**config.mk**
```make
export PLATFORM = sky130hd
export DESIGN_NAME = hdmi_clock_sequencer
export DESIGN_NICKNAME = d
export VERILOG_FILES = /design/src/rtl/hdmi_clock_sequencer.sv
export SDC_FILE = /design/constraint.sdc
export NUM_CORES = 1
export LEC_CHECK = 0
export ABC_AREA = 1
export CORE_MARGIN = 1
export CORE_UTILIZATION = 50
export CTS_CLUSTER_DIAMETER = 60
export CTS_CLUSTER_SIZE = 30
export DETAILED_ROUTE_END_ITERATION = 8
export PLACE_DENSITY = 0.7
export SLEW_MARGIN = 5
export SYNTH_ARGS = -nofsm -noshare
export SYNTH_HDL_FRONTEND = slang
export SYNTH_SLANG_ARGS = --single-unit
```
**constraint.sdc**
```tcl
create_clock -name clk_i -period 3.45 [get_ports clk_i]
set_input_delay 0.69 -clock clk_i [delete_from_list [all_inputs] [get_ports clk_i]]
set_output_delay 0.69 -clock clk_i [all_outputs]
set_load 0.03 [all_outputs]
```
**src/rtl/hdmi_clock_sequencer.sv**
```systemverilog
// HDMI clock-chain power-up/recovery sequencer.
// Holds the rPLL in reset, qualifies a synchronised lock, then releases the CLKDIV reset
// and the pixel-domain reset in order. Tears the chain down on lock loss or restart and
// parks in FAULT after too many lock timeouts.
module hdmi_clock_sequencer #(
    parameter int unsigned RST_CYCLES   = 16,
    parameter int unsigned LOCK_TIMEOUT = 65535,
    parameter int unsigned LOCK_STABLE  = 1024,
    parameter int unsigned DIV_SETTLE   = 8,
    parameter int unsigned MAX_RETRIES  = 4,
    parameter int unsigned CNT_W        = 20
) (
    input  logic       clk_i,
    input  logic       rst_i,
    input  logic       pll_lock_i,
    input  logic       restart_i,
    output logic       pll_reset_o,
    output logic       clkdiv_resetn_o,
    output logic       hdmi_rst_o,
    output logic       ready_o,
    output logic       lock_lost_o,
    output logic       fault_o,
    output logic [2:0] retry_count_o,
    output logic [2:0] state_o
);

    typedef enum logic [2:0] {
        StPllRst   = 3'd0,
        StWaitLock = 3'd1,
        StStable   = 3'd2,
        StDivRel   = 3'd3,
        StRun      = 3'd4,
        StFault    = 3'd5
    } state_e;

    localparam logic [CNT_W-1:0] RstLast     = CNT_W'(RST_CYCLES - 1);
    localparam logic [CNT_W-1:0] TimeoutLast = CNT_W'(LOCK_TIMEOUT - 1);
    localparam logic [CNT_W-1:0] StableLast  = CNT_W'(LOCK_STABLE - 1);
    localparam logic [CNT_W-1:0] SettleLast  = CNT_W'(DIV_SETTLE - 1);

    logic             lock_meta_q, lock_s_q;
    state_e           state_q, state_d;
    logic [CNT_W-1:0] cnt_q, cnt_d;
    logic [2:0]       retry_q, retry_d;
    logic             lock_lost_q, lock_lost_d;
    logic             pll_reset_q, pll_reset_d;
    logic             clkdiv_resetn_q, clkdiv_resetn_d;
    logic             hdmi_rst_q, hdmi_rst_d;
    logic             ready_q, ready_d;
    logic             fault_q, fault_d;

    // Two-flop synchroniser for the raw, asynchronous PLL lock.
    always_ff @(posedge clk_i) begin
        if (rst_i) begin
            lock_meta_q <= 1'b0;
            lock_s_q    <= 1'b0;
        end else begin
            lock_meta_q <= pll_lock_i;
            lock_s_q    <= lock_meta_q;
        end
    end

    // State, phase counter, retry/sticky flags and registered output decode.
    always_ff @(posedge clk_i) begin
        if (rst_i) begin
            state_q         <= StPllRst;
            cnt_q           <= '0;
            retry_q         <= '0;
            lock_lost_q     <= 1'b0;
            pll_reset_q     <= 1'b1;
            clkdiv_resetn_q <= 1'b0;
            hdmi_rst_q      <= 1'b1;
            ready_q         <= 1'b0;
            fault_q         <= 1'b0;
        end else begin
            state_q         <= state_d;
            cnt_q           <= cnt_d;
            retry_q         <= retry_d;
            lock_lost_q     <= lock_lost_d;
            pll_reset_q     <= pll_reset_d;
            clkdiv_resetn_q <= clkdiv_resetn_d;
            hdmi_rst_q      <= hdmi_rst_d;
            ready_q         <= ready_d;
            fault_q         <= fault_d;
        end
    end

    // Next-state logic; lock checks sit ahead of terminal counts so a lock event wins ties.
    always_comb begin
        state_d     = state_q;
        retry_d     = retry_q;
        lock_lost_d = lock_lost_q;
        if (restart_i) begin
            state_d     = StPllRst;
            retry_d     = '0;
            lock_lost_d = 1'b0;
        end else begin
            case (state_q)
                StPllRst: begin
                    if (cnt_q == RstLast) state_d = StWaitLock;
                end
                StWaitLock: begin
                    if (lock_s_q) begin
                        state_d = StStable;
                    end else if (cnt_q == TimeoutLast) begin
                        if (32'(retry_q) == MAX_RETRIES) begin
                            state_d = StFault;
                        end else begin
                            state_d = StPllRst;
                            if (retry_q != 3'd7) retry_d = retry_q + 3'd1;
                        end
                    end
                end
                StStable: begin
                    if (!lock_s_q) state_d = StWaitLock;
                    else if (cnt_q == StableLast) state_d = StDivRel;
                end
                StDivRel: begin
                    if (!lock_s_q) begin
                        state_d     = StPllRst;
                        lock_lost_d = 1'b1;
                    end else if (cnt_q == SettleLast) begin
                        state_d = StRun;
                    end
                end
                StRun: begin
                    if (!lock_s_q) begin
                        state_d     = StPllRst;
                        lock_lost_d = 1'b1;
                    end
                end
                StFault: ;
                default: state_d = StPllRst;
            endcase
        end
        if (state_d == StRun) retry_d = '0;
        // Counter restarts on every state entry and on restart; it saturates rather than wraps.
        if (restart_i || (state_d != state_q)) cnt_d = '0;
        else if (cnt_q == '1)                  cnt_d = cnt_q;
        else                                   cnt_d = cnt_q + CNT_W'(1);
    end

    // Output decode from next state so outputs move on the same edge as state.
    always_comb begin
        pll_reset_d     = (state_d == StPllRst) || (state_d == StFault);
        clkdiv_resetn_d = (state_d == StDivRel) || (state_d == StRun);
        hdmi_rst_d      = (state_d != StRun);
        ready_d         = (state_d == StRun);
        fault_d         = (state_d == StFault);
    end

    assign pll_reset_o     = pll_reset_q;
    assign clkdiv_resetn_o = clkdiv_resetn_q;
    assign hdmi_rst_o      = hdmi_rst_q;
    assign ready_o         = ready_q;
    assign lock_lost_o     = lock_lost_q;
    assign fault_o         = fault_q;
    assign retry_count_o   = retry_q;
    assign state_o         = state_q;

endmodule
```
### After elaboration in Yosys (flattened, before gate mapping)

Index checks and enable logic that the tools add are counted.
W data, S select, Z words.

* add/sub/neg operators: 2
* $mul: 0
* divide/modulo/power cells: 0
* order comparisons: 0
* eq/ne operators: 17
* shift-type cells: 0
* mux-type cells: 11
* bitwise logic cells: 2
* reduce and logical (&&, ||, !) cells: 11

Operators by type and width (number)
* $mux W3: 10
* $add A20 B1 Y20 const B: 1
* $eq A20 B10 Y1 const B: 1
* $eq A20 B16 Y1 const B: 1
* $eq A20 B20 Y1 const B: 1
* $eq A20 B3 Y1 const B: 1
* $eq A20 B4 Y1 const B: 1
* $pmux W3 S6: 1
* $eq A3 B3 Y1 const B: 5
* $eq A3 B2 Y1 const B: 3
* $logic_not A3 Y1: 2
* $ne A3 B3 Y1 const B: 2
* $reduce_or A2 Y1: 3
* $reduce_and A5 Y1: 1
* $add A3 B1 Y3 const B: 1
* $eq A3 B1 Y1 const B: 1
* $logic_or A1 B1 Y1: 3
* $ne A3 B3 Y1: 1
* $reduce_or A3 Y1: 1
* $not A1 Y1: 2
* $reduce_and A2 Y1: 1

* bits in registers: 34
* bits in latches: 0
* bits in writable memories: 0
* memory bits (read-only): 0
* bits of input ports: 4
* output and inout bits: 12
* logic and storage cells: 54
* memories kept: 0

### Longest topological paths before layout

Gate-level depths: netlist of run 1.

* depth after elaboration: 9
* depth in mapped cells: 16
* depth with buffers taken out: 15

### Worst setup path before layout of run 1

OpenSTA, ideal clock, no wires.

* path type: register to register
* start point: register state_q[0], in the netlist state_o[0]
* end point: register cnt_q[10]
* library setup time: 0.062 ns
* data arrival time: 1.744 ns
* data required time: 3.388 ns
* slack: 1.644 ns
* cell stages (with the launch flop): 14
* path buffers: 1
* clock period less this slack: 1.806 ns
* path through: dfxtp_1 > inv_2 > nor2_4 > nand2_1 > nor2_2 > nand2_2 > nand2_1 > nand2_1 > a21oi_1 > nand2_1 > nor2_2 > nand2_2 > buf_6 > nor2_2

* cells in the longest elaborated chain, start to end: 7
* elaborated cells between the ends (all ways): 19
* classes of those cells: 6 x eq/ne; 10 x mux; 3 x reduce/logical

RTL lines
* start: declaration: line 42 `state_e state_q, state_d;`
* start signal: assignment: line 66 `state_q <= StPllRst;`
* start signal: assignment: line 76 `state_q <= state_d;`
* $mux W3 (on tied branches): line 122, 105, 116
* $mux W3 (on tied branches): line 119, 103, 115
* $pmux W3 S6: line 98 `case (state_q)`
* $mux W3: line 93 `if (restart_i) begin`
* $ne A3 B3 Y1 *: line 138 `if (restart_i || (state_d != state_q)) cnt_d = '0;`
* $logic_or A1 B1 Y1 *: line 138
* $reduce_or A2 Y1 (no source line) *
* end signal: assignment: line 77 `cnt_q <= cnt_d;`
* end: declaration: line 43 `logic [CNT_W-1:0] cnt_q, cnt_d;`

Mark *: on every way between the ends. The rest lies on a longest branch, timed or not.
A chain may end at the register's enable or synchronous reset.

### Final worst setup path of run 1

* start point: register cnt_q[1]
* end point: register cnt_q[13]

* cells in the longest elaborated chain, start to end: 8
* elaborated cells between the ends (all ways): 18
* classes of those cells: 1 x add/sub; 6 x eq/ne; 9 x mux; 2 x reduce/logical

RTL lines
* $eq A20 B3 Y1, or another cell as far along: line 122 `end else if (cnt_q == SettleLast) begin`
* $mux W3 (on tied branches): line 122, 105, 116
* $mux W3 (on tied branches): line 119, 103, 115
* $pmux W3 S6: line 98
* $mux W3: line 93
* $ne A3 B3 Y1: line 138
* $logic_or A1 B1 Y1: line 138
* $reduce_or A2 Y1 (no source line)

Several ways; a longest one is shown, not always the timed one.

==> results of run 1 <==
==> critical path: stages (launching register included) <==
cell	delay, ns
dfxtp_1	0.38
ha_1	0.22
nand3_2	0.13
inv_1	0.07
nand2_1	0.13
inv_1	0.08
nand3_1	0.07
nand2_1	0.06
nand2_1	0.08
nand4_4	0.11
nand2_4	0.09
nand2_2	0.07
nand2_2	0.04
nand2_2	0.46
nor2_2	0.05
==> synthesized netlist by cell type (all sizes together), types with 3 or more instances <==
cell type  count
inv           34
xnor2          9
nand4          3
ha             5
buf            3
a21oi          6
nor3          10
nand3         23
nand2         50
dfxtp         34
o21ai          6
nor2          64
xor2           8
==> final cells by class <==
| type | count | area, um^2 |
|---|---|---|
| Timing Repair Buffer | 16 | 158 |
| Fill cell | 344 | 1320 |
| Multi-Input combinational cell | 189 | 1050 |
| Inverter | 34 | 128 |
| Tap cell | 46 | 57.6 |
| Clock buffer | 7 | 76.3 |
| Sequential cell | 34 | 681 |
==> power by group <==
group	internal [mW]	switching, mW
registers	0.395	0.00188
logic	0.00682	0.0147
clock network	0.139	0.135
==> worst paths after layout <==
kind,startpoint,to,slack [ns],cells past startpoint
max,cnt_q[1],cnt_q[13],1.26,14
min,lock_meta_q,lock_s_q,0.41,2
max reg2reg,cnt_q[1],cnt_q[13],1.26,14
min reg2reg,lock_meta_q,lock_s_q,0.41,2
==> cell families after synthesis <==
group,after synthesis
XOR/XNOR,17
AO/OA/AOI/OAI,13
adder cells (fa/ha/maj),5
buffers and inverters,38
flip-flops,34
AND/OR/NAND/NOR,154
==> metal layers <==
| metal | track usage | up-vias | part of all wire |
|---|---|---|---|
| met5 | 0 | - | 0 |
| met4 | 0.0852 | 0 | 0.019 |
| met3 | 0.0489 | 8 | 0.034 |
| met2 | 0.303 | 27 | 0.44 |
| met1 | 0.266 | 708 | 0.51 |
| li1 | - | 849 | - |
==> cell usage in the layout, fill, tap and decap left out, types with 2 or more instances in the layout <==
| cell type | Yosys | routed |
|---|---|---|
| nand2_1 | 42 | 42 |
| nor2_1 | 38 | 38 |
| dfxtp_1 | 34 | 34 |
| inv_1 | 33 | 33 |
| nor2_2 | 23 | 23 |
| nand3_1 | 21 | 21 |
| clkdlybuf4s50_1 | 0 | 15 |
| nor3_1 | 9 | 9 |
| xnor2_1 | 9 | 9 |
| xor2_1 | 8 | 8 |
| nand2_2 | 7 | 7 |
| a21oi_1 | 6 | 6 |
| o21ai_0 | 6 | 6 |
| ha_1 | 5 | 5 |
| clkbuf_8 | 0 | 5 |
| nor2_4 | 3 | 3 |
| nand3_2 | 2 | 2 |
| nand4_1 | 2 | 2 |
| nand2b_1 | 2 | 2 |
| clkbuf_1 | 1 | 2 |
==> results.yml, run 1 <==
outcome:
  status: "finished clean"
grt:
  antenna_found_initial: 0
  track_usage: 0.200
  grt_pass1_vias: 1461
  grt_max_degree: 21
  gr-total-overflow: 0
  grt_pass1_wl_um: 6320
pwr:
  power_density_mw_per_mm2: 321
  leakagePower_nw: 0.856
  peakVddDrop_mv: 0.260
  finalPower_mw: 0.692
worst_hold_path:
  hold_class: "reg -> reg"
placed_design:
  pre_cts_ws_ns: 1.01
  dpl.hpwl_um: 2580
  numPortBuffers: 15
  dp_cells: 319
  placed_cell_area_mm2: 0.00208
  gp_congestion: 0.858
timing:
  slew-limit-headroom: 0.582
  worst_slew_pin_slew_ns: 0.625
  max_freq_ghz: 0.456
  final.min_clock_period_ns: 2.19
  fin_crit_sh: 0.635
  fin_skew_ns: 0.00250
  rsz0062_at_grt: "false"
  setup_violations: 0
  fin_hold_ws_ns: 0.405
  fin_ws_ns: 1.26
  finalMaxSlewViolations: 0
  hold_viol_final: 0
  setup_tns_ns: 0
clock_tree:
  cts_buffer_depth: 2
  clkTransAtPathRegs_ns: 0.06
  cts_max_level: 2
  ctsResizeCount: 0
  post_cts_buffers: 0
  numCtsBuffers: 5
  cts_sinks: 34
  hold_buffers: 0
  clock_latency_ns: 0.28
  cts_tree: "done"
  clockRootBuffer: "clkbuf_8"
layout:
  area.growth.synth_to_final_pct: 13.6
  layout-drive-gt1-share: 0.161
  antenna_cells: 0
  largest_register: "cnt_q"
  fin_util: 0.620
  nets: 289
  stdcell_count: 326
  largest_reg_flops: 20
  fin_area_mm2: 0.00215
synthesis:
  yosysTopAreaCell: "dfxtp_1"
  synth_nets: 270
  synth_fa_ha_area_frac: 0.0330
  ys_seq_area_frac: 0.359
  synth.cell_area_mm2: 0.00189
  yosys_warnings: 0
  syn_inst: 261
  ys.flop_type: "dfxtp_1"
  ys_seq_elements: 34
  synth_compound_area_frac: 0.0357
  synth_top_family_by_area: "simple AND/OR/NAND/NOR gates"
  ys_types: 27
  synth.avg_cell_area_um2: 7.26
  synthSimpleGateAreaFrac: 0.408
  synth_edf_count: 0
  synth_area_leaders: "dfxtp_1, nand2_1, nor2_2"
  synthXorXnorAreaFrac: 0.0786
  synth_top_area_frac: 0.359
  muxShareOfSynthArea: 0
  async_flop_share: 0
floorplan:
  rows: 21
  core_mm2: 0.00347
  die-height_um: 63.6
  ios: 16
  start_util: 0.546
  dieArea_mm2: 0.00404
  die_x_um: 63.6
drt:
  wire_per_inst_um: 10.6
  final_antenna_net_count: 0
  drt_iter0_drc: 86
  vias: 1592
  viasPerCell: 4.88
  first_pass_iters: 5
  drc: 0
  routed_wl_um: 3450
setup_path:
  critPathKind: "reg -> reg"
  cp.required_ns: 3.61
  startpoint_type: "flop"
  critPathCaptureType: "flop"
  cp.arrival_ns: 2.35
  crit_path_max_fanout: 20
run:
  cap_violations: 0
No activity file was read; power rests on OpenSTA's default activity.
==> run 2: changes to the inputs <==
==> constraint.sdc (replaced) <==
create_clock -name clk_i -period 2.1 [get_ports clk_i]
set_input_delay 0.42 -clock clk_i [delete_from_list [all_inputs] [get_ports clk_i]]
set_output_delay 0.42 -clock clk_i [all_outputs]
set_load 0.03 [all_outputs]
==> run 2 against run 1 <==
  * Fmax up 12%
  * Clock power up 110%
  * First-iteration DRC count up 2.3%
  * Power increased by 85%
  * Via count fell by 0.19%
  * Clock skew rose by 0.0038 ns
  * Design area increased by 4.7%
  * Sequential cell count stayed put
  * Sequential share of layout area is 1.4 points lower
  * Critical path depth unchanged
  * Final cell count is 2.5% higher
  * Critical path type unchanged
  * Highest routed layer unchanged
==> results.yml, run 2 (synthesis gave the netlist of run 1 again) <==
layout:
  stdcell_count: 334
  mostFrequentLayoutCells: "nand2_1, nor2_1, inv_1, dfxtp_1, nor2_2"
  largest_reg_flops: 20
  largest_register: "cnt_q"
  layout_commonest_cell: "nand2_1"
  antenna_cells: 0
  layout-drive-gt1-share: 0.198
  nets: 296
  area.growth.synth_to_final_pct: 19.0
floorplan:
  start_util: 0.546
  ios: 16
  die_x_um: 63.6
  rows: 21
  die-height_um: 63.6
  dieArea_mm2: 0.00404
  core_mm2: 0.00347
timing:
  fin_crit_sh: 0.929
  setup_tns_ns: 0
  fin_skew_ns: 0.00631
  slew-limit-headroom: 0.795
  fin_hold_ws_ns: 0.409
  max_freq_ghz: 0.512
  final.min_clock_period_ns: 1.95
  setup_violations: 0
  hold_viol_final: 0
  worst_slew_pin_slew_ns: 0.306
  rsz0062_at_grt: "false"
  finalMaxSlewViolations: 0
  fin_ws_ns: 0.148
clock_tree:
  hold_buffers: 0
  clockRootBuffer: "clkbuf_8"
  cts_sinks: 34
  clkTransAtPathRegs_ns: 0.07
  cts_buffer_depth: 2
  clock_latency_ns: 0.29
  numCtsBuffers: 5
  cts_tree: "done"
  cts_max_level: 2
drt:
  drc: 0
  drt_iter0_drc: 88
  vias: 1589
  viasPerCell: 4.76
  first_pass_iters: 4
  final_antenna_net_count: 0
  routed_wl_um: 3520
  wire_per_inst_um: 10.6
setup_path:
  critPathCaptureType: "flop"
  cp.arrival_ns: 2.13
  cp.required_ns: 2.28
  endpoint: "cnt_q[8]"
  reg2reg_depth: 14
  reg2reg_slack_ns: 0.15
  r2r-end: "cnt_q[8]"
  startpoint_type: "flop"
  crit_path_max_fanout: 20
  critPathLaunch: "cnt_q[0]"
  r2r-start: "cnt_q[0]"
  critPathKind: "reg -> reg"
pwr:
  leakagePower_nw: 0.914
  peakVddDrop_mv: 0.416
  power_density_mw_per_mm2: 568
grt:
  track_usage: 0.199
  antenna_found_initial: 0
  grt_pass1_vias: 1433
  grt_pass1_wl_um: 6290
  gr-total-overflow: 0
  grt_max_degree: 21
run:
  cap_violations: 0
placed_design:
  dp_cells: 326
  numPortBuffers: 15
  pre_cts_ws_ns: 0.178
  dpl.hpwl_um: 2670
  gp_congestion: 0.833
outcome:
  status: "finished clean"
worst_hold_path:
  hold_class: "reg -> reg"
-- run 2: cell type report --
type	count	area [um^2]
clock inverters	3	40.0
well taps	46	57.6
clock buffers	5	68.8
fillers	343	1210
repair buffers	23	223
flip-flops and latches	34	682
multi-input cells	189	1050
inverters	34	128
-- run 2: through the flow --
stage / power [mW] / util / area (um^2)
detailed placement: 0.710 / 0.617 / 2140
floorplan: 0.694 / - / 1890
global route: 1.33 / 0.650 / 2250
CTS: 1.29 / 0.649 / 2250
global placement: 0.709 / 0.617 / 2140
finish: 1.28 / 0.650 / 2250
-- run 2: worst max-delay path, stage by stage (launching register included) --
cell and delay (ns):
dfxtp_1 0.33, inv_1 0.10, ha_1 0.15, inv_1 0.04, nor2_1 0.12, nand2_1 0.10
nor2_4 0.14, nand3_2 0.10, nand3_1 0.11, nand2_1 0.09, a21oi_1 0.17, nor2_2 0.07
nand2_2 0.07, buf_12 0.19, nor2_2 0.06
-- run 2: worst min path at each step --
| stage | start | endpoint | slack (ns) | depth (start not counted) |
|---|---|---|---|---|
| 2_1_floorplan | lock_meta_q | lock_s_q | 0.39 | 2 |
| 3_3_place_gp | lock_meta_q | lock_s_q | 0.40 | 2 |
| 3_5_place_dp | lock_meta_q | lock_s_q | 0.40 | 2 |
| 4_1_cts | lock_meta_q | lock_s_q | 0.41 | 2 |
| 5_1_grt | lock_meta_q | lock_s_q | 0.45 | 2 |
| 6_report | lock_meta_q | lock_s_q | 0.41 | 2 |
-- run 2: layer usage --
layer  up-vias  share of wire  global-route usage
li1        863              -                   -
met1       702           0.52               0.274
met2        19           0.44               0.293
met3         5          0.030              0.0598
met4         0          0.014              0.0682
met5         -              0                   0
-- run 2: timing repair --
item	in CTS	in global routing
resized for setup	0	3
setup endpoints to repair	0	3
buffers inserted	0	0
-- run 2: power breakdown --
part           leakage, nW  internal [mW]  total, mW  switching [mW]
Sequential           0.275          0.648      0.652         0.00322
Clock               0.0579          0.349      0.585           0.236
Combinational        0.581         0.0174     0.0436          0.0261
Total                0.914           1.01       1.28           0.266
